**src/rtl/uart_pkg.sv**
```systemverilog
// Shared UART definitions: receiver state encoding, parity-mode constants
// and the baud-code decode used to size the sample-tick divisor.
package uart_pkg;
    localparam int DIV_W = 16;

    typedef enum logic [2:0] {
        ST_IDLE,
        ST_START,
        ST_DATA,
        ST_PARITY,
        ST_STOP
    } rx_state_e;

    localparam logic [1:0] PAR_NONE = 2'd0;
    localparam logic [1:0] PAR_EVEN = 2'd1;
    localparam logic [1:0] PAR_ODD  = 2'd2;

    typedef struct packed {
        logic [2:0] baud;
        logic [1:0] parity;
        logic       stop2;
    } rx_cfg_t;

    function automatic int unsigned baud_rate(input logic [2:0] code);
        case (code)
            3'd1:    return 19200;
            3'd2:    return 38400;
            3'd3:    return 57600;
            3'd4:    return 115200;
            default: return 9600;
        endcase
    endfunction

    // Clock cycles per sample tick, minus one (counter terminal value).
    function automatic int unsigned tick_div(input int unsigned clk_hz,
                                             input logic [2:0]  code,
                                             input int unsigned os);
        return clk_hz / (baud_rate(code) * os) - 1;
    endfunction
endpackage

```
**src/rtl/uart_frame_rx_if.sv**
```systemverilog
// Sample-tick generator link: the frame engine supplies enable and divisor,
// the tick generator returns a one-cycle strobe per oversample period.
interface uart_frame_rx_if;
    import uart_pkg::*;

    logic             en;
    logic [DIV_W-1:0] div;
    logic             tick;

    modport master (output en, output div, input tick);
    modport slave  (input en, input div, output tick);
endinterface

```
**src/rtl/uart_baud_tick.sv**
```systemverilog
// Divisor counter producing a tick every div+1 cycles while enabled;
// the count is held at zero whenever the enable is low.
module uart_baud_tick
    import uart_pkg::*;
(
    input  logic clk_i,
    input  logic rst_i,
    uart_frame_rx_if.slave bt
);
    logic [DIV_W-1:0] cnt_q, cnt_d;

    always_comb begin
        cnt_d = cnt_q + 1'b1;
        if (!bt.en || cnt_q == bt.div) cnt_d = '0;
    end

    always_ff @(posedge clk_i) begin
        if (rst_i) cnt_q <= '0;
        else       cnt_q <= cnt_d;
    end

    assign bt.tick = bt.en && (cnt_q == bt.div);
endmodule

```
**src/rtl/uart_frame_rx.sv**
```systemverilog
// Oversampling UART frame receiver: 7-sample majority vote per bit,
// optional parity, one or two stop bits, configuration latched per frame.
module uart_frame_rx
    import uart_pkg::*;
#(
    parameter int CLK_FREQ   = 50000000,
    parameter int DATA_BITS  = 8,
    parameter int OVERSAMPLE = 16
) (
    input  logic                 Clk,
    input  logic                 Reset,
    input  logic [2:0]           Baud_set,
    input  logic [1:0]           Parity_mode,
    input  logic                 Stop_bits,
    input  logic                 uart_rx,
    output logic [DATA_BITS-1:0] Data,
    output logic                 Rx_Done,
    output logic                 Parity_err,
    output logic                 Frame_err,
    output logic                 Busy
);
    localparam int TW  = $clog2(OVERSAMPLE);
    localparam int BW  = $clog2(DATA_BITS);
    localparam int VLO = OVERSAMPLE / 2 - 3;
    localparam int VHI = OVERSAMPLE / 2 + 3;

    localparam logic [DIV_W-1:0] DIV0 = DIV_W'(tick_div(CLK_FREQ, 3'd0, OVERSAMPLE));
    localparam logic [DIV_W-1:0] DIV1 = DIV_W'(tick_div(CLK_FREQ, 3'd1, OVERSAMPLE));
    localparam logic [DIV_W-1:0] DIV2 = DIV_W'(tick_div(CLK_FREQ, 3'd2, OVERSAMPLE));
    localparam logic [DIV_W-1:0] DIV3 = DIV_W'(tick_div(CLK_FREQ, 3'd3, OVERSAMPLE));
    localparam logic [DIV_W-1:0] DIV4 = DIV_W'(tick_div(CLK_FREQ, 3'd4, OVERSAMPLE));

    rx_state_e            state_q, state_d;
    rx_cfg_t              cfg_q, cfg_d;
    logic [1:0]           sync_q;
    logic                 prev_q, armed_q;
    logic [TW-1:0]        tcnt_q, tcnt_d;
    logic [2:0]           ones_q, ones_d;
    logic [BW-1:0]        bcnt_q, bcnt_d;
    logic                 scnt_q, scnt_d;
    logic [DATA_BITS-1:0] shreg_q, shreg_d, data_q, data_d;
    logic                 par_q, par_d, facc_q, facc_d;
    logic                 perr_q, perr_d, ferr_q, ferr_d;
    logic                 done_q, done_d, busy_q, busy_d;
    logic [DIV_W-1:0]     baud_div;
    logic                 rx_s, tick, fall, in_win, vote, vote_tick, bit_end;
    logic                 par_en, par_exp, last_stop;
    logic [2:0]           ones_s;

    uart_frame_rx_if baud_if ();
    assign baud_if.en  = (state_q != ST_IDLE);
    assign baud_if.div = baud_div;
    assign tick        = baud_if.tick;

    uart_baud_tick u_tick (.clk_i(Clk), .rst_i(Reset), .bt(baud_if.slave));

    always_comb begin
        case (cfg_q.baud)
            3'd1:    baud_div = DIV1;
            3'd2:    baud_div = DIV2;
            3'd3:    baud_div = DIV3;
            3'd4:    baud_div = DIV4;
            default: baud_div = DIV0;
        endcase
    end

    assign rx_s      = sync_q[1];
    assign fall      = armed_q && prev_q && !rx_s;
    assign in_win    = (tcnt_q >= TW'(VLO)) && (tcnt_q <= TW'(VHI));
    assign ones_s    = ones_q + {2'b00, rx_s};
    // The vote includes the sample taken on the deciding tick itself.
    assign vote      = (ones_s >= 3'd4);
    assign vote_tick = tick && (tcnt_q == TW'(VHI));
    assign bit_end   = tick && (tcnt_q == TW'(OVERSAMPLE - 1));
    assign par_en    = (cfg_q.parity == PAR_EVEN) || (cfg_q.parity == PAR_ODD);
    assign par_exp   = (^shreg_q) ^ (cfg_q.parity == PAR_ODD);
    assign last_stop = !cfg_q.stop2 || scnt_q;

    always_comb begin
        state_d = state_q;
        cfg_d   = cfg_q;
        tcnt_d  = tcnt_q;
        ones_d  = ones_q;
        bcnt_d  = bcnt_q;
        scnt_d  = scnt_q;
        shreg_d = shreg_q;
        par_d   = par_q;
        facc_d  = facc_q;
        data_d  = data_q;
        perr_d  = perr_q;
        ferr_d  = ferr_q;
        done_d  = 1'b0;
        if (tick) begin
            tcnt_d = bit_end ? '0 : tcnt_q + 1'b1;
            ones_d = bit_end ? '0 : (in_win ? ones_s : ones_q);
        end
        case (state_q)
            ST_IDLE: if (fall) begin
                state_d      = ST_START;
                cfg_d.baud   = Baud_set;
                cfg_d.parity = Parity_mode;
                cfg_d.stop2  = Stop_bits;
                bcnt_d       = '0;
                scnt_d       = 1'b0;
                facc_d       = 1'b0;
            end
            ST_START: begin
                if (vote_tick && vote) state_d = ST_IDLE;
                else if (bit_end)      state_d = ST_DATA;
            end
            ST_DATA: begin
                if (vote_tick) shreg_d = {vote, shreg_q[DATA_BITS-1:1]};
                if (bit_end) begin
                    bcnt_d = bcnt_q + 1'b1;
                    if (bcnt_q == BW'(DATA_BITS - 1))
                        state_d = par_en ? ST_PARITY : ST_STOP;
                end
            end
            ST_PARITY: begin
                if (vote_tick) par_d = vote;
                if (bit_end)   state_d = ST_STOP;
            end
            ST_STOP: begin
                // Finish mid final stop bit so an immediate next start edge is seen.
                if (vote_tick) begin
                    if (last_stop) begin
                        data_d  = shreg_q;
                        done_d  = 1'b1;
                        perr_d  = par_en && (par_q != par_exp);
                        ferr_d  = facc_q || !vote;
                        state_d = ST_IDLE;
                    end else begin
                        facc_d = facc_q || !vote;
                    end
                end
                if (bit_end) scnt_d = 1'b1;
            end
            default: state_d = ST_IDLE;
        endcase
        if (state_d == ST_IDLE) begin
            tcnt_d = '0;
            ones_d = '0;
        end
    end

    assign busy_d = (state_d != ST_IDLE) || done_d;

    always_ff @(posedge Clk) begin
        if (Reset) begin
            sync_q  <= 2'b11;
            prev_q  <= 1'b1;
            armed_q <= 1'b0;
            state_q <= ST_IDLE;
            cfg_q   <= '0;
            tcnt_q  <= '0;
            ones_q  <= '0;
            bcnt_q  <= '0;
            scnt_q  <= 1'b0;
            shreg_q <= '0;
            par_q   <= 1'b0;
            facc_q  <= 1'b0;
            data_q  <= '0;
            perr_q  <= 1'b0;
            ferr_q  <= 1'b0;
            done_q  <= 1'b0;
            busy_q  <= 1'b0;
        end else begin
            sync_q  <= {sync_q[0], uart_rx};
            prev_q  <= rx_s;
            armed_q <= 1'b1;
            state_q <= state_d;
            cfg_q   <= cfg_d;
            tcnt_q  <= tcnt_d;
            ones_q  <= ones_d;
            bcnt_q  <= bcnt_d;
            scnt_q  <= scnt_d;
            shreg_q <= shreg_d;
            par_q   <= par_d;
            facc_q  <= facc_d;
            data_q  <= data_d;
            perr_q  <= perr_d;
            ferr_q  <= ferr_d;
            done_q  <= done_d;
            busy_q  <= busy_d;
        end
    end

    assign Data       = data_q;
    assign Rx_Done    = done_q;
    assign Parity_err = perr_q;
    assign Frame_err  = ferr_q;
    assign Busy       = busy_q;
endmodule

```
**config.mk**
```make
export PLATFORM = sky130hd
export DESIGN_NAME = uart_frame_rx
export DESIGN_NICKNAME = d
export VERILOG_FILES = /design/src/rtl/uart_pkg.sv /design/src/rtl/uart_frame_rx_if.sv /design/src/rtl/uart_baud_tick.sv /design/src/rtl/uart_frame_rx.sv
export SDC_FILE = /design/constraint.sdc
export NUM_CORES = 1
export LEC_CHECK = 0
export BUFFER_PORTS_ARGS = -buffer_cell sky130_fd_sc_hd__buf_2
export CAP_MARGIN = 10
export CORE_AREA = 2 2 78 80
export CTS_BUF_LIST = sky130_fd_sc_hd__clkbuf_8
export DETAILED_ROUTE_END_ITERATION = 7
export DIE_AREA = 0 0 80 82
export PLACE_DENSITY = 0.85
export SETUP_SLACK_MARGIN = 0.02
export SLEW_MARGIN = 20
export SYNTH_ARGS = -nofsm -noshare
export SYNTH_HDL_FRONTEND = slang
export SYNTH_SLANG_ARGS = --single-unit
export TNS_END_PERCENT = 5
```
**constraint.sdc**
```tcl
create_clock -name Clk -period 3.1 [get_ports Clk]
set_clock_uncertainty 0.2 [all_clocks]
set_input_delay 0.31 -clock Clk [delete_from_list [all_inputs] [get_ports Clk]]
set_output_delay 0.31 -clock Clk [all_outputs]
set_load 0.05 [all_outputs]
```
==> results of run 1 <==
power groups by stage:
stage	Combinational [mW]	Clock (mW)	Sequential, mW
6_report	0.0590	0.807	0.807
2_1_floorplan	0.0414	0	0.823
5_1_grt	0.0647	0.851	0.808
3_5_place_dp	0.0544	0	0.825
3_3_place_gp	0.0538	0	0.825
4_1_cts	0.0574	0.819	0.807
state kept, by name, indices dropped and copies added (netlist names), 2 cells and up:
| register | cells |
|---|---|
| tcnt_q | 4 |
| shreg_q | 8 |
| state_q | 3 |
| cfg_q | 6 |
| ones_q | 3 |
| sync_q | 2 |
| Data | 8 |
| u_tick.cnt_q | 16 |
| bcnt_q | 3 |
layer usage:
metal,global-route usage (%),wire [um],vias up
met2,35.92,3274,100
met4,11.53,158,0
li1,-,-,1332
met5,0,0,-
met3,4.505,378,15
met1,31.71,3236,1251
worst min path at each step:
stage / endpoint / slack, ns / cells after the start
3_5_place_dp: sync_q[1]$_SDFF_PP1_ / 0.20 / 1
5_1_grt: cfg_q[3]$_SDFFE_PP0P_ / 0.01 / 3
2_1_floorplan: sync_q[1]$_SDFF_PP1_ / 0.19 / 1
6_report: cfg_q[3]$_SDFFE_PP0P_ / 0.02 / 3
4_1_cts: cfg_q[1]$_SDFFE_PP0P_ / 0.008 / 3
3_3_place_gp: sync_q[1]$_SDFF_PP1_ / 0.20 / 1
worst register-to-register path, stage by stage (launching register included):
cell and delay (ns):
sky130_fd_sc_hd__dfxtp_1 0.63, sky130_fd_sc_hd__nand4b_1 0.17, sky130_fd_sc_hd__o22ai_1 0.18, sky130_fd_sc_hd__and4bb_1 0.48
sky130_fd_sc_hd__and4_4 0.36, sky130_fd_sc_hd__nand2_4 0.09, sky130_fd_sc_hd__or4_1 0.50, sky130_fd_sc_hd__a211oi_2 0.23
kinds of logic (layout without fill, tap and decap cells):
group / after synthesis / count (layout)
fa+ha+maj: 9 / 9
mux: 18 / 18
compound gates: 51 / 51
simple gates: 169 / 169
flops: 62 / 62
buf+inv: 25 / 55
xor+xnor: 27 / 27
cell usage after synthesis, types with 3 or more instances:
cell	n
sky130_fd_sc_hd__o21ai_0	3
sky130_fd_sc_hd__clkbuf_1	7
sky130_fd_sc_hd__xnor2_1	17
sky130_fd_sc_hd__nand2b_1	4
sky130_fd_sc_hd__nor4_1	6
sky130_fd_sc_hd__mux2i_1	18
sky130_fd_sc_hd__inv_1	8
sky130_fd_sc_hd__nand4_1	9
sky130_fd_sc_hd__nor2_1	47
sky130_fd_sc_hd__buf_6	3
sky130_fd_sc_hd__nand2_1	28
sky130_fd_sc_hd__dfxtp_1	62
sky130_fd_sc_hd__o21ai_1	5
sky130_fd_sc_hd__nand3_1	18
sky130_fd_sc_hd__or3_1	4
sky130_fd_sc_hd__a211oi_1	7
sky130_fd_sc_hd__nor4b_4	3
sky130_fd_sc_hd__nor2b_1	4
sky130_fd_sc_hd__nor3_2	3
sky130_fd_sc_hd__nor3_1	9
sky130_fd_sc_hd__and3_1	8
sky130_fd_sc_hd__xor2_1	10
sky130_fd_sc_hd__buf_2	5
sky130_fd_sc_hd__or2_2	5
sky130_fd_sc_hd__ha_1	9
sky130_fd_sc_hd__a21oi_1	19
area by class of cell:
type	count	area (um2)	area share, %
timing repair buffer	31	190.2	5.204
tap	75	93.84	2.568
inverter	8	30.03	0.8216
clock inverter	6	93.84	2.568
multi-input combinational	274	1868	51.11
sequential	62	1241	33.96
clock buffer	10	137.6	3.766
repair_timing:
item | in CTS | in global routing
buffers inserted | 0 | 1
hold endpoints to repair | 3 | 0
hold buffers | 3 | 0
setup endpoints to repair | 0 | 1
metrics by stage:
step	worst slack [ns]	utilization [%]	total power, mW
after global routing	0.02975	63.61	1.724
final	0.2061	63.61	1.673
after floorplan	0.5765	-	0.8646
after detailed placement	0.2311	58.93	0.8797
after CTS	0.2263	63.48	1.684
after global placement	0.1918	58.93	0.8788
==> results.md, run 1 <==
- CP Capture Point: tcnt_q[3]$_SDFFE_PP0P_
- Top cell family by delay on the critical path: simple AND/OR/NAND/NOR gates
- DP HPWL: 4906 um
- Net switching power: 369.7 uW
- Cell count after placement: roughly 450
- Pin count of the biggest net entering global routing: 37
- Synthesized-area fraction occupied by and/or/nand/nor cells: 30.30%
- Hold violation total from the final report: 0
- Path depth of the worst reg2reg path: 7
- CTS buffer count: 9
- Clock slew at the register clock pins of the worst setup and hold paths: approximately 0.070 ns
- Number of global-route vias before repair: about 2500
- Synthesized Nets: 379
- Die Ht: roughly 82 um
- Post-route design area: 0.003655 mm2
- Worst slew margin relative to its limit: a little over half
- Sum of negative setup slack: 0 ns
- Data arrival time of the worst path: 2.97 ns
- Startpoint types: register
- GPL Wtd Cong: between 0.9 and 1
- Share of layout cells above drive strength 1: 17.39%
- Leakage dissipation: 1.308 nW
- Skew-Pair Late Insertion Delay: 0.35 ns
- Pwr Density: ~460 mW/mm2
- Core area: between 0.005 and 0.006 mm2
- Drt wl/cell: 15.12 um
- Post-cts resize count: 0
- Number of antenna violations at the first check in global routing: 0
- Top library cells by usage in the layout, fill and taps aside: 62 x sky130_fd_sc_hd__dfxtp_1, 47 x sky130_fd_sc_hd__nor2_1, 28 x sky130_fd_sc_hd__nand2_1
- Main combinational cell family by area after synthesis: simple AND/OR/NAND/NOR gates
- Sink count of the clock tree: 62
- Fin. max-slew vios: 0
- Sequential-to-total area share from yosys stat: 38.39%
- Synth top area share: 38.39%
- Pin slew with the least headroom to its limit: 0.6891 ns
- XOR/XNOR share of the synthesized area: under 10%
- Final Hold Slack: 0.01694 ns
- Unrepaired setup endpoints after global routing: no
- DIE WIDTH: 80 um
- Share of total power in the clock network: 48.2%
- Internal: approximately 1.3 mW
- Master of the slowest instance on the critical path: sky130_fd_sc_hd__dfxtp_1
- Proportion of register bits with asynchronous set or reset after synthesis: 0%
- Area overhead of the layout relative to synthesis: 13.04%
- Share of the clock period used by the worst path: 93.35%
- Portion of total power attributed to combinational logic: roughly 3.5%
- Combined area of all synthesized cells: 0.003233 mm2
- Layout filler cell count: 470
- Level count of the clock H-tree: 3
- Post-detailed-placement cell area: 0.003386 mm2
- I/O pins: 21
- Finished Layout Cells: 466
- Die area: between 0.006 and 0.007 mm2
- Tmin final: 2.894 ns
- Run status: complete, no violations
- Count of vias placed by the detailed router: 2698
- Clock tree from TritonCTS: built
- Relative contribution of sequential cells to total power: 48.3%
- F_max: 0.3456 GHz
- Fraction of the mapped netlist area in compound gates: 10.91%
- Final Routed Wirelength: 7047 um
- Post-detailed-route count of antenna-violating nets: 0
- Synth cell types: between 50 and 60
- Largest buffer count on any clock path: 2
- Worst reg2reg endpoint: tcnt_q[3]$_SDFFE_PP0P_
- Number of flops mapped to enable cells by yosys: 0
- Main flop type after synthesis: sky130_fd_sc_hd__dfxtp_1
- Most common cell after layout, fill and taps aside: sky130_fd_sc_hd__dfxtp_1
- CP Class: register to register
- Per-instance average area after synthesis: between 8 and 9 um2
- Portion of netlist area occupied by mux cells: 5.573%
- Pre-Repair DR Iteration Count: 4
- Master cell of the clock root buffer: sky130_fd_sc_hd__clkbuf_8
- Worst reg2reg startpoint: cfg_q[3]$_SDFFE_PP0P_
- Cell breakdown of the critical path: nand4b_1, o22ai_1, and4bb_1, and4_4, nand2_4, or4_1, a211oi_2
- Critical path buffer and inverter count: 0
- Max Fanout on Critical Path: 11
- Post-layout net count: 404
- Setup-violating endpoint count in the final report: 0
- Synth warnings: 0
- Detailed-route vias per instance: around 5.8
- Worst hold path type: primary input to register
- Port bufs: 20
- Sw frac: 22.10%
- Grt total ovfl: 0
- Flip-flop and latch count after synthesis: 62
- Worst IR drop on VDD: 0.0003449 V
- Number of diodes added for antenna fixing: 0
- Initial Util: 56.27%
- Cell depth of the worst setup path: 7
- Share of synthesized cell area in full adder, half adder and majority cells: under 10%
- DRC marker count from the first detailed-route iteration: 255
- Global-route usage over all layers: 23.43%
- Maximum Capacitance Violations: 0
- Nature of the critical path endpoint: register
- Worst R2R Setup Slack: 0.21 ns
- Largest cells by area after synthesis: sky130_fd_sc_hd__dfxtp_1 38%, sky130_fd_sc_hd__mux2i_1 5.6%, sky130_fd_sc_hd__nor2_1 5.5%
- DRC violation count after routing: 0
- CP peak stage delay: 0.63 ns
- Post-Syn Instances: roughly 360
- First element of the critical path: cfg_q[3]$_SDFFE_PP0P_
- Cell type with the largest total area after synthesis: sky130_fd_sc_hd__dfxtp_1
- Worst EP required: 3.17 ns
- First-pass GRT wire length: 11880 um
- Rows: 28
- Startpoint of the worst hold path: Baud_set[0]
Note: power is estimated with default switching activity, not from simulation.
==> run 2, diff against run 1 <==
Settings changed: CORE_AREA 2 2 78 80 to 2 2 75 77, DIE_AREA 0 0 80 82 to 0 0 77 79, PLACE_DENSITY 0.85 to 0.87, SYNTH_HIERARCHICAL set to 1.
==> results.md, run 2 <==
- Leakage dissipation: 1.304 nW (was 1.308 nW)
- Setup-violating endpoint count in the final report: 0 (unchanged)
- Share of synthesized cell area in full adder, half adder and majority cells: 3.695% (was 3.483%)
- DP HPWL: 4476 um (was 4906 um)
- Pin count of the biggest net entering global routing: 40 (was 37)
- Port bufs: 20 (unchanged)
- Number of global-route vias before repair: 2547 (was 2452)
- F_max: 0.3439 GHz (was 0.3456 GHz)
- Main flop type after synthesis: sky130_fd_sc_hd__dfxtp_1 (unchanged)
- Worst EP required: 3.17 ns (about the same)
- Master of the slowest instance on the critical path: sky130_fd_sc_hd__or4_1 (was sky130_fd_sc_hd__dfxtp_1)
- GPL Wtd Cong: 0.8547 (was 0.9336)
- Final Hold Slack: -0.0001318 ns (was 0.01694 ns)
- Post-layout net count: 390 (was 404)
- Die area: 0.006083 mm2 (was 0.006560 mm2)
- Detailed-route vias per instance: 5.526 (was 5.790)
- Count of vias placed by the detailed router: 2481 (was 2698)
- Met2 wire len: 3242 um (was 3274 um)
- Pin slew with the least headroom to its limit: 0.6972 ns (was 0.6891 ns)
- Die Ht: 79 um (was 82 um)
- Initial Util: 57.10% (was 56.27%)
- Synth top area share: 40.72% (was 38.39%)
- Met3 wirelength from detailed routing: 226 um (was 378 um)
- Leading post-synthesis cells by instance count: 62 x sky130_fd_sc_hd__dfxtp_1, 31 x sky130_fd_sc_hd__xnor2_1, 30 x sky130_fd_sc_hd__nand2_1, 25 x sky130_fd_sc_hd__nor2_1, 25 x sky130_fd_sc_hd__nor3_1 (was 62 x sky130_fd_sc_hd__dfxtp_1, 47 x sky130_fd_sc_hd__nor2_1, 28 x sky130_fd_sc_hd__nand2_1, 19 x sky130_fd_sc_hd__a21oi_1)
- Number of antenna violations at the first check in global routing: 0 (unchanged)
- Per-instance average area after synthesis: 8.964 um2 (was 8.956 um2)
- Data arrival time of the worst path: 2.98 ns (was 2.97 ns)
- Failing checks: hold timing
- Number of flops mapped to enable cells by yosys: 0 (unchanged)
- Fin. max-slew vios: 0 (unchanged)
- Worst hold path type: primary input to register (unchanged)
- Rows: 27 (was 28)
- Utilization after layout: 66.39% (was 63.61%)
- Highest routing layer actually used: met4 (unchanged)
- Maximum Capacitance Violations: 0 (unchanged)
- Worst IR drop on VDD: 0.0003455 V (was 0.0003449 V)
- Pre-Repair DR Iteration Count: 4 (unchanged)
- Post-detailed-route count of antenna-violating nets: 0 (unchanged)
- Level count of the clock H-tree: 3 (unchanged)
- Max reg flops: 16 (unchanged)
- Max Fanout on Critical Path: 8 (was 11)
- Nature of the critical path endpoint: register (unchanged)
- Pwr Density: 461.5 mW/mm2 (was 457.8 mW/mm2)
- CTS buffer count: 9 (unchanged)
- Worst setup slack before clock tree synthesis: -0.01010 ns (was 0.2311 ns)
- Dominant cell type by count on the critical path: sky130_fd_sc_hd__nor2b_4
- Global-route usage over all layers: 22.84% (was 23.43%)
- Largest buffer count on any clock path: 2 (unchanged)
- Clock tree from TritonCTS: built (unchanged)
- Top library cells by usage in the layout, fill and taps aside: 59 x sky130_fd_sc_hd__dfxtp_1, 31 x sky130_fd_sc_hd__xnor2_1, 30 x sky130_fd_sc_hd__nand2_1 (was 62 x sky130_fd_sc_hd__dfxtp_1, 47 x sky130_fd_sc_hd__nor2_1, 28 x sky130_fd_sc_hd__nand2_1)
- CP Class: register to register (unchanged)
- Worst slew margin relative to its limit: 53.52% (was 53.81%)
- I/O pins: 21 (unchanged)
- Synthesized-area fraction occupied by and/or/nand/nor cells: 26.31% (was 30.30%)
- Clock slew at the register clock pins of the worst setup and hold paths: 0.07 ns (about the same)
- Post-Syn Instances: 340 (was 361)
- Drt wl/cell: 14.29 um (was 15.12 um)
- Unrepaired setup endpoints after global routing: no (unchanged)
- DIE WIDTH: 77 um (was 80 um)
- Startpoint types: register (unchanged)
- DRC violation count after routing: 0 (unchanged)
- Most common cell after layout, fill and taps aside: sky130_fd_sc_hd__dfxtp_1 (unchanged)
- Wire length the detailed router placed on met1: 2786 um (was 3236 um)
- Area overhead of the layout relative to synthesis: 16.26% (was 13.04%)
- CP peak stage delay: 0.48 ns (was 0.63 ns)
- Sequential-to-total area share from yosys stat: 40.72% (was 38.39%)
- Grt total ovfl: 0 (unchanged)
- Share of the clock period used by the worst path: 93.80% (was 93.35%)
- DRC marker count from the first detailed-route iteration: 115 (was 255)
- Cell type with the largest total area after synthesis: sky130_fd_sc_hd__dfxtp_1 (unchanged)
- Main combinational cell family by area after synthesis: simple AND/OR/NAND/NOR gates (unchanged)
- Final Routed Wirelength: 6416 um (was 7047 um)
- Cell breakdown of the critical path: nor2b_4, nor2b_4, nor2_1, xnor2_1, nand4_1, nor4_4, and2_4, and4b_2, nand3_1, or4_1, o211ai_1 (was nand4b_1, o22ai_1, and4bb_1, and4_4, nand2_4, or4_1, a211oi_2)
- Largest cells by area after synthesis: sky130_fd_sc_hd__dfxtp_1 41%, sky130_fd_sc_hd__xnor2_1 8.9%, sky130_fd_sc_hd__nor3_1 4.1% (was sky130_fd_sc_hd__dfxtp_1 38%, sky130_fd_sc_hd__mux2i_1 5.6%, sky130_fd_sc_hd__nor2_1 5.5%)
- Master cell of the clock root buffer: sky130_fd_sc_hd__clkbuf_8 (unchanged)
- Number of diodes added for antenna fixing: 0 (unchanged)
- Core area: 0.005338 mm2 (was 0.005746 mm2)
- First-pass GRT wire length: 11090 um (was 11880 um)
- Portion of netlist area occupied by mux cells: 3.612% (was 5.573%)
- Run status: finished, violations left (was complete, no violations)
- Sink count of the clock tree: 62 (unchanged)
- Skew-Pair Late Insertion Delay: 0.35 ns (about the same)
- Proportion of register bits with asynchronous set or reset after synthesis: 0% (unchanged)
- Synth cell types: 50 (was 56)
- Flip-flop and latch count after synthesis: 62 (unchanged)
- Combined area of all synthesized cells: 0.003048 mm2 (was 0.003233 mm2)
- Share of layout cells above drive strength 1: 18.83% (was 17.39%)
- Tmin final: 2.908 ns (was 2.894 ns)
- Synth warnings: 6 (was 0)
- Cell with the most instances after synthesis: sky130_fd_sc_hd__dfxtp_1 (unchanged)
- Largest Register: u_tick/cnt_q (was u_tick.cnt_q)
- Fraction of the mapped netlist area in compound gates: 10.26% (was 10.91%)
- Post-route worst setup slack: 0.1923 ns (was 0.2061 ns)
- XOR/XNOR share of the synthesized area: 11.37% (was 7.314%)
- Hold violation total from the final report: 1 (was 0)
[run 2: layer usage]
layer	GRT usage, %	up-vias
met3	4.318	19
met1	26.26	1171
li1	-	1247
met2	39.74	44
met5	0	-
met4	13.57	0
[run 2: layout make-up]
type                            count  area, um2
Clock buffer                       10      137.6
Fill cell                         444       1794
Tap cell                           72      90.09
Timing Repair Buffer               33      205.2
Sequential cell                    62       1247
Inverter                            9      33.78
Multi-Input combinational cell    257       1750
Clock inverter                      6      78.83
[run 2: per-stage QoR]
stage	cells	setup TNS (ns)	area (um2)	power [mW]	hold slack, ns
CTS	448	0	3527	1.642	0.002479
global placement	429	0	3279	0.8776	0.1908
detailed placement	429	-0.01010	3279	0.8789	0.1945
floorplan	346	0	3109	0.8653	0.1895
global route	449	0	3543	1.683	0.01981
finish	449	0	3543	1.635	-0.0001318
[run 2: path summary, 6_finish.rpt]
kind                        endpoint             startpoint  slack [ns]  depth (start not counted)
max          Parity_err$_SDFFE_PP0P_  cfg_q[3]$_SDFFE_PP0P_        0.19                         11
min            cfg_q[4]$_SDFFE_PP0P_            Baud_set[1]     -0.0001                          3
min reg2reg     sync_q[1]$_SDFF_PP1_   sync_q[0]$_SDFF_PP1_        0.21                          1
max reg2reg  Parity_err$_SDFFE_PP0P_  cfg_q[3]$_SDFFE_PP0P_        0.19                         11
[run 2: timing repair]
| action | 4_1_cts | 5_1_grt |
|---|---|---|
| gates resized for setup | 1 | 5 |
| endpoints found under the setup margin | 2 | 29 |
| buffers inserted | 0 | 1 |
| hold endpoints to repair | 3 | 0 |
| pin swaps | 0 | 2 |
| hold buffers | 3 | 0 |
[run 2: critical path, delay by kind of cell (launching register included)]
family,cells,cell delay (ns)
AND/OR/NAND/NOR,9,1.98
AO/OA/AOI/OAI,1,0.16
flip-flops,1,0.37
XOR/XNOR,1,0.12
[run 2: logic make-up after synthesis]
logic type,count (synthesis)
simple gates,146
flops,62
compound gates,46
xor+xnor,38
buf+inv,27
mux,11
fa+ha+maj,9
other cells,1
[run 2: where the power goes]
part	switching [mW]	internal (mW)
clock	0.306	0.466
sequential	0.00479	0.801
combinational	0.0338	0.0246
total	0.344	1.29
==> run 3, diff against run 2 <==
Settings changed: BUFFER_PORTS_ARGS -buffer_cell sky130_fd_sc_hd__buf_2 to unset, CELL_PAD_IN_SITES_DETAIL_PLACEMENT set to 1, CELL_PAD_IN_SITES_GLOBAL_PLACEMENT set to 1, CORE_AREA 2 2 75 77 to 2 2 82 84, DIE_AREA 0 0 77 79 to 0 0 84 86, DONT_BUFFER_PORTS set to 1, PLACE_DENSITY 0.87 to 0.88, SLEW_MARGIN 20 to 10.
==> results.md, run 3 (synthesized netlist as in run 2, its figures left out) <==
- Run status: finished, violations left (unchanged)
- Failing checks: setup timing (was hold timing)
- Storage element area: 0.001252 mm2 (was 0.001247 mm2)
- Largest Register: u_tick/cnt_q (unchanged)
- Clock tree from TritonCTS: built (unchanged)
- First-pass GRT wire length: 16060 um (was 11090 um)
- Core area: 0.006277 mm2 (was 0.005338 mm2)
- DP HPWL: 5357 um (was 4476 um)
- Area occupied by multi-input gates: 0.001780 mm2 (was 0.001750 mm2)
- Number of antenna violations at the first check in global routing: 0 (unchanged)
- Startpoint types: register (unchanged)
- Critical path buffer and inverter count: 0 (unchanged)
- Fin. max-slew vios: 0 (unchanged)
- Share of the clock period used by the worst path: 101.5% (was 93.80%)
- Rows: 29 (was 27)
- Utilization after layout: 58.38% (was 66.39%)
- Post-route worst setup slack: -0.04672 ns (was 0.1923 ns)
- Worst EP required: 3.14 ns (was 3.17 ns)
- Nature of the critical path endpoint: register (unchanged)
- Tmin final: 3.147 ns (was 2.908 ns)
- Drt wl/cell: 22.70 um (was 14.29 um)
- Number of diodes added for antenna fixing: 0 (unchanged)
- Leakage dissipation: 1.303 nW (was 1.304 nW)
- Hold violation total from the final report: 0 (was 1)
- Worst hold path type: primary input to register (unchanged)
- Top library cells by usage in the layout, fill and taps aside: 59 x sky130_fd_sc_hd__dfxtp_1, 30 x sky130_fd_sc_hd__xnor2_1, 29 x sky130_fd_sc_hd__nand2_1 (was 59 x sky130_fd_sc_hd__dfxtp_1, 31 x sky130_fd_sc_hd__xnor2_1, 30 x sky130_fd_sc_hd__nand2_1)
- CP Class: register to register (unchanged)
- GPL Wtd Cong: 0.7922 (was 0.8547)
- Post-detailed-route count of antenna-violating nets: 0 (unchanged)
- CP peak stage delay: 0.50 ns (was 0.48 ns)
- Master of the slowest instance on the critical path: sky130_fd_sc_hd__or4_4 (was sky130_fd_sc_hd__or4_1)
- Cell breakdown of the critical path: nor2b_4, nor2b_4, xnor2_1, nand4_1, nor4_4, and2_4, and4b_2, nand3_2, or4_4, o211ai_1 (was nor2b_4, nor2b_4, nor2_1, xnor2_1, nand4_1, nor4_4, and2_4, and4b_2, nand3_1, or4_1, o211ai_1)
- Global-route usage over all layers: 29.14% (was 22.84%)
- Final Routed Wirelength: 10170 um (was 6416 um)
- Wire length the detailed router placed on met1: 4049 um (was 2786 um)
- F_max: 0.3178 GHz (was 0.3439 GHz)
- Worst min-delay path endpoint: cfg_q[1]$_SDFFE_PP0P_ (was cfg_q[4]$_SDFFE_PP0P_)
- Max reg flops: 16 (unchanged)
- Detailed-route vias per instance: 6.085 (was 5.526)
- Master cell of the clock root buffer: sky130_fd_sc_hd__clkbuf_8 (unchanged)
- Clock slew at the register clock pins of the worst setup and hold paths: 0.10 ns (was 0.07 ns)
- Worst IR drop on VDD: 0.0005131 V (was 0.0003455 V)
- Grt total ovfl: 0 (unchanged)
- Maximum Capacitance Violations: 0 (unchanged)
- Setup-violating endpoint count in the final report: 4 (was 0)
- Met3 wirelength from detailed routing: 493 um (was 226 um)
- Share of layout cells above drive strength 1: 19.41% (was 18.83%)
- Unrepaired setup endpoints after global routing: yes (was no)
- Number of global-route vias before repair: 2917 (was 2547)
- DRC violation count after routing: 0 (unchanged)
- Pwr Density: 511.9 mW/mm2 (was 461.5 mW/mm2)
- Post-layout net count: 384 (was 390)
- DIE WIDTH: 84 um (was 77 um)
- Most common cell after layout, fill and taps aside: sky130_fd_sc_hd__dfxtp_1 (unchanged)
- Die area: 0.007224 mm2 (was 0.006083 mm2)
- Number of instances on the worst hold path: 2 (was 3)
- CTS buffer count: 9 (unchanged)
- Final Hold Slack: 0.01601 ns (was -0.0001318 ns)
- Max Fanout on Critical Path: 4 (was 8)
- Initial Util: 48.55% (was 57.10%)
- Path depth of the worst reg2reg path: 10 (was 11)
- Largest buffer count on any clock path: 2 (unchanged)
- Level count of the clock H-tree: 3 (unchanged)
- DRC marker count from the first detailed-route iteration: 112 (was 115)
- Pin count of the biggest net entering global routing: 37 (was 40)
- Cell depth of the worst setup path: 10 (was 11)
- Post-route design area: 0.003665 mm2 (was 0.003543 mm2)
- Worst setup slack before clock tree synthesis: -0.02384 ns (was -0.01010 ns)
- Worst slew margin relative to its limit: 44.02% (was 53.52%)
- Top cell family by delay on the critical path: simple AND/OR/NAND/NOR gates (unchanged)
- Dominant cell type by count on the critical path: sky130_fd_sc_hd__nor2b_4 (unchanged)
- Worst R2R Setup Slack: -0.05 ns (was 0.19 ns)
- Layout filler cell count: 708 (was 444)
- Skew-Pair Late Insertion Delay: 0.37 ns (was 0.35 ns)
- Post-detailed-placement cell area: 0.003178 mm2 (was 0.003279 mm2)
- Highest routing layer actually used: met4 (unchanged)
- Startpoint of the worst hold path: Reset (was Baud_set[1])
- Worst reg2reg startpoint: cfg_q[3]$_SDFFE_PP0P_ (unchanged)
- Data arrival time of the worst path: 3.19 ns (was 2.98 ns)
- Port bufs: 0 (was 20)
- Worst reg2reg endpoint: Parity_err$_SDFFE_PP0P_ (unchanged)
- I/O pins: 21 (unchanged)
- Pin slew with the least headroom to its limit: 0.8379 ns (was 0.6972 ns)
- Count of vias placed by the detailed router: 2726 (was 2481)
- Pre-Repair DR Iteration Count: 6 (was 4)
- Die Ht: 86 um (was 79 um)
- Sink count of the clock tree: 62 (unchanged)
- Area overhead of the layout relative to synthesis: 20.24% (was 16.26%)
- Met2 wire len: 5090 um (was 3242 um)
run 3: cell type report:
type	instances	share of cell area [%]
inverters	9	0.9218
clock inverters	7	3.960
well taps	77	2.629
clock buffers	9	3.380
flip-flops and latches	62	34.18
repair buffers	27	6.350
multi-input cells	257	48.58
run 3: metrics by stage:
stage / TNS (ns) / power, mW / std cells
after detailed placement: -0.02384 / 0.8677 / 413
final: -0.08921 / 1.876 / 448
after global placement: 0 / 0.8653 / 413
after floorplan: 0 / 0.8653 / 346
after CTS: 0 / 1.843 / 443
after global routing: -0.6017 / 1.915 / 448
run 3: report_power, final:
group / switching [mW] / leakage, nW / internal (mW)
sequential: 0.00700 / 0.503 / 0.799
clock: 0.381 / 0.130 / 0.620
combinational: 0.0411 / 0.670 / 0.0282
total: 0.429 / 1.30 / 1.45
run 3: how the worst max path moves through the flow:
stage	from	endpoint	slack (ns)
after CTS	cfg_q[5]$_SDFFE_PP0P_	Parity_err$_SDFFE_PP0P_	0.04
final	cfg_q[3]$_SDFFE_PP0P_	Parity_err$_SDFFE_PP0P_	-0.05
after global placement	cfg_q[3]$_SDFFE_PP0P_	tcnt_q[3]$_SDFFE_PP0P_	0.21
after floorplan	cfg_q[4]$_SDFFE_PP0P_	tcnt_q[3]$_SDFFE_PP0P_	0.02
after global routing	cfg_q[5]$_SDFFE_PP0P_	Parity_err$_SDFFE_PP0P_	-0.12
after detailed placement	cfg_q[4]$_SDFFE_PP0P_	Parity_err$_SDFFE_PP0P_	-0.02
run 3: repair_timing:
item | CTS | global route
endpoints found under the setup margin | 11 | 32
hold endpoints to repair | 36 | 0
gates resized for setup | 8 | 9
pin swaps | 6 | 10
setup buffers | 6 | 6
hold buffers | 8 | 0
run 3: worst reg2reg max path, cell delays in order, from the launching register on:
cell and delay [ns]:
sky130_fd_sc_hd__dfxtp_4 0.39, sky130_fd_sc_hd__nor2b_4 0.20, sky130_fd_sc_hd__nor2b_4 0.25, sky130_fd_sc_hd__xnor2_1 0.17
sky130_fd_sc_hd__nand4_1 0.18, sky130_fd_sc_hd__nor4_4 0.33, sky130_fd_sc_hd__and2_4 0.20, sky130_fd_sc_hd__and4b_2 0.27
sky130_fd_sc_hd__nand3_2 0.09, sky130_fd_sc_hd__or4_4 0.50, sky130_fd_sc_hd__o211ai_1 0.27
run 3: metal layers:
metal,track usage (%),vias up
li1,-,1239
met1,33.43,1339
met2,50.69,103
met3,5.967,45
met4,16.57,0
met5,0,-
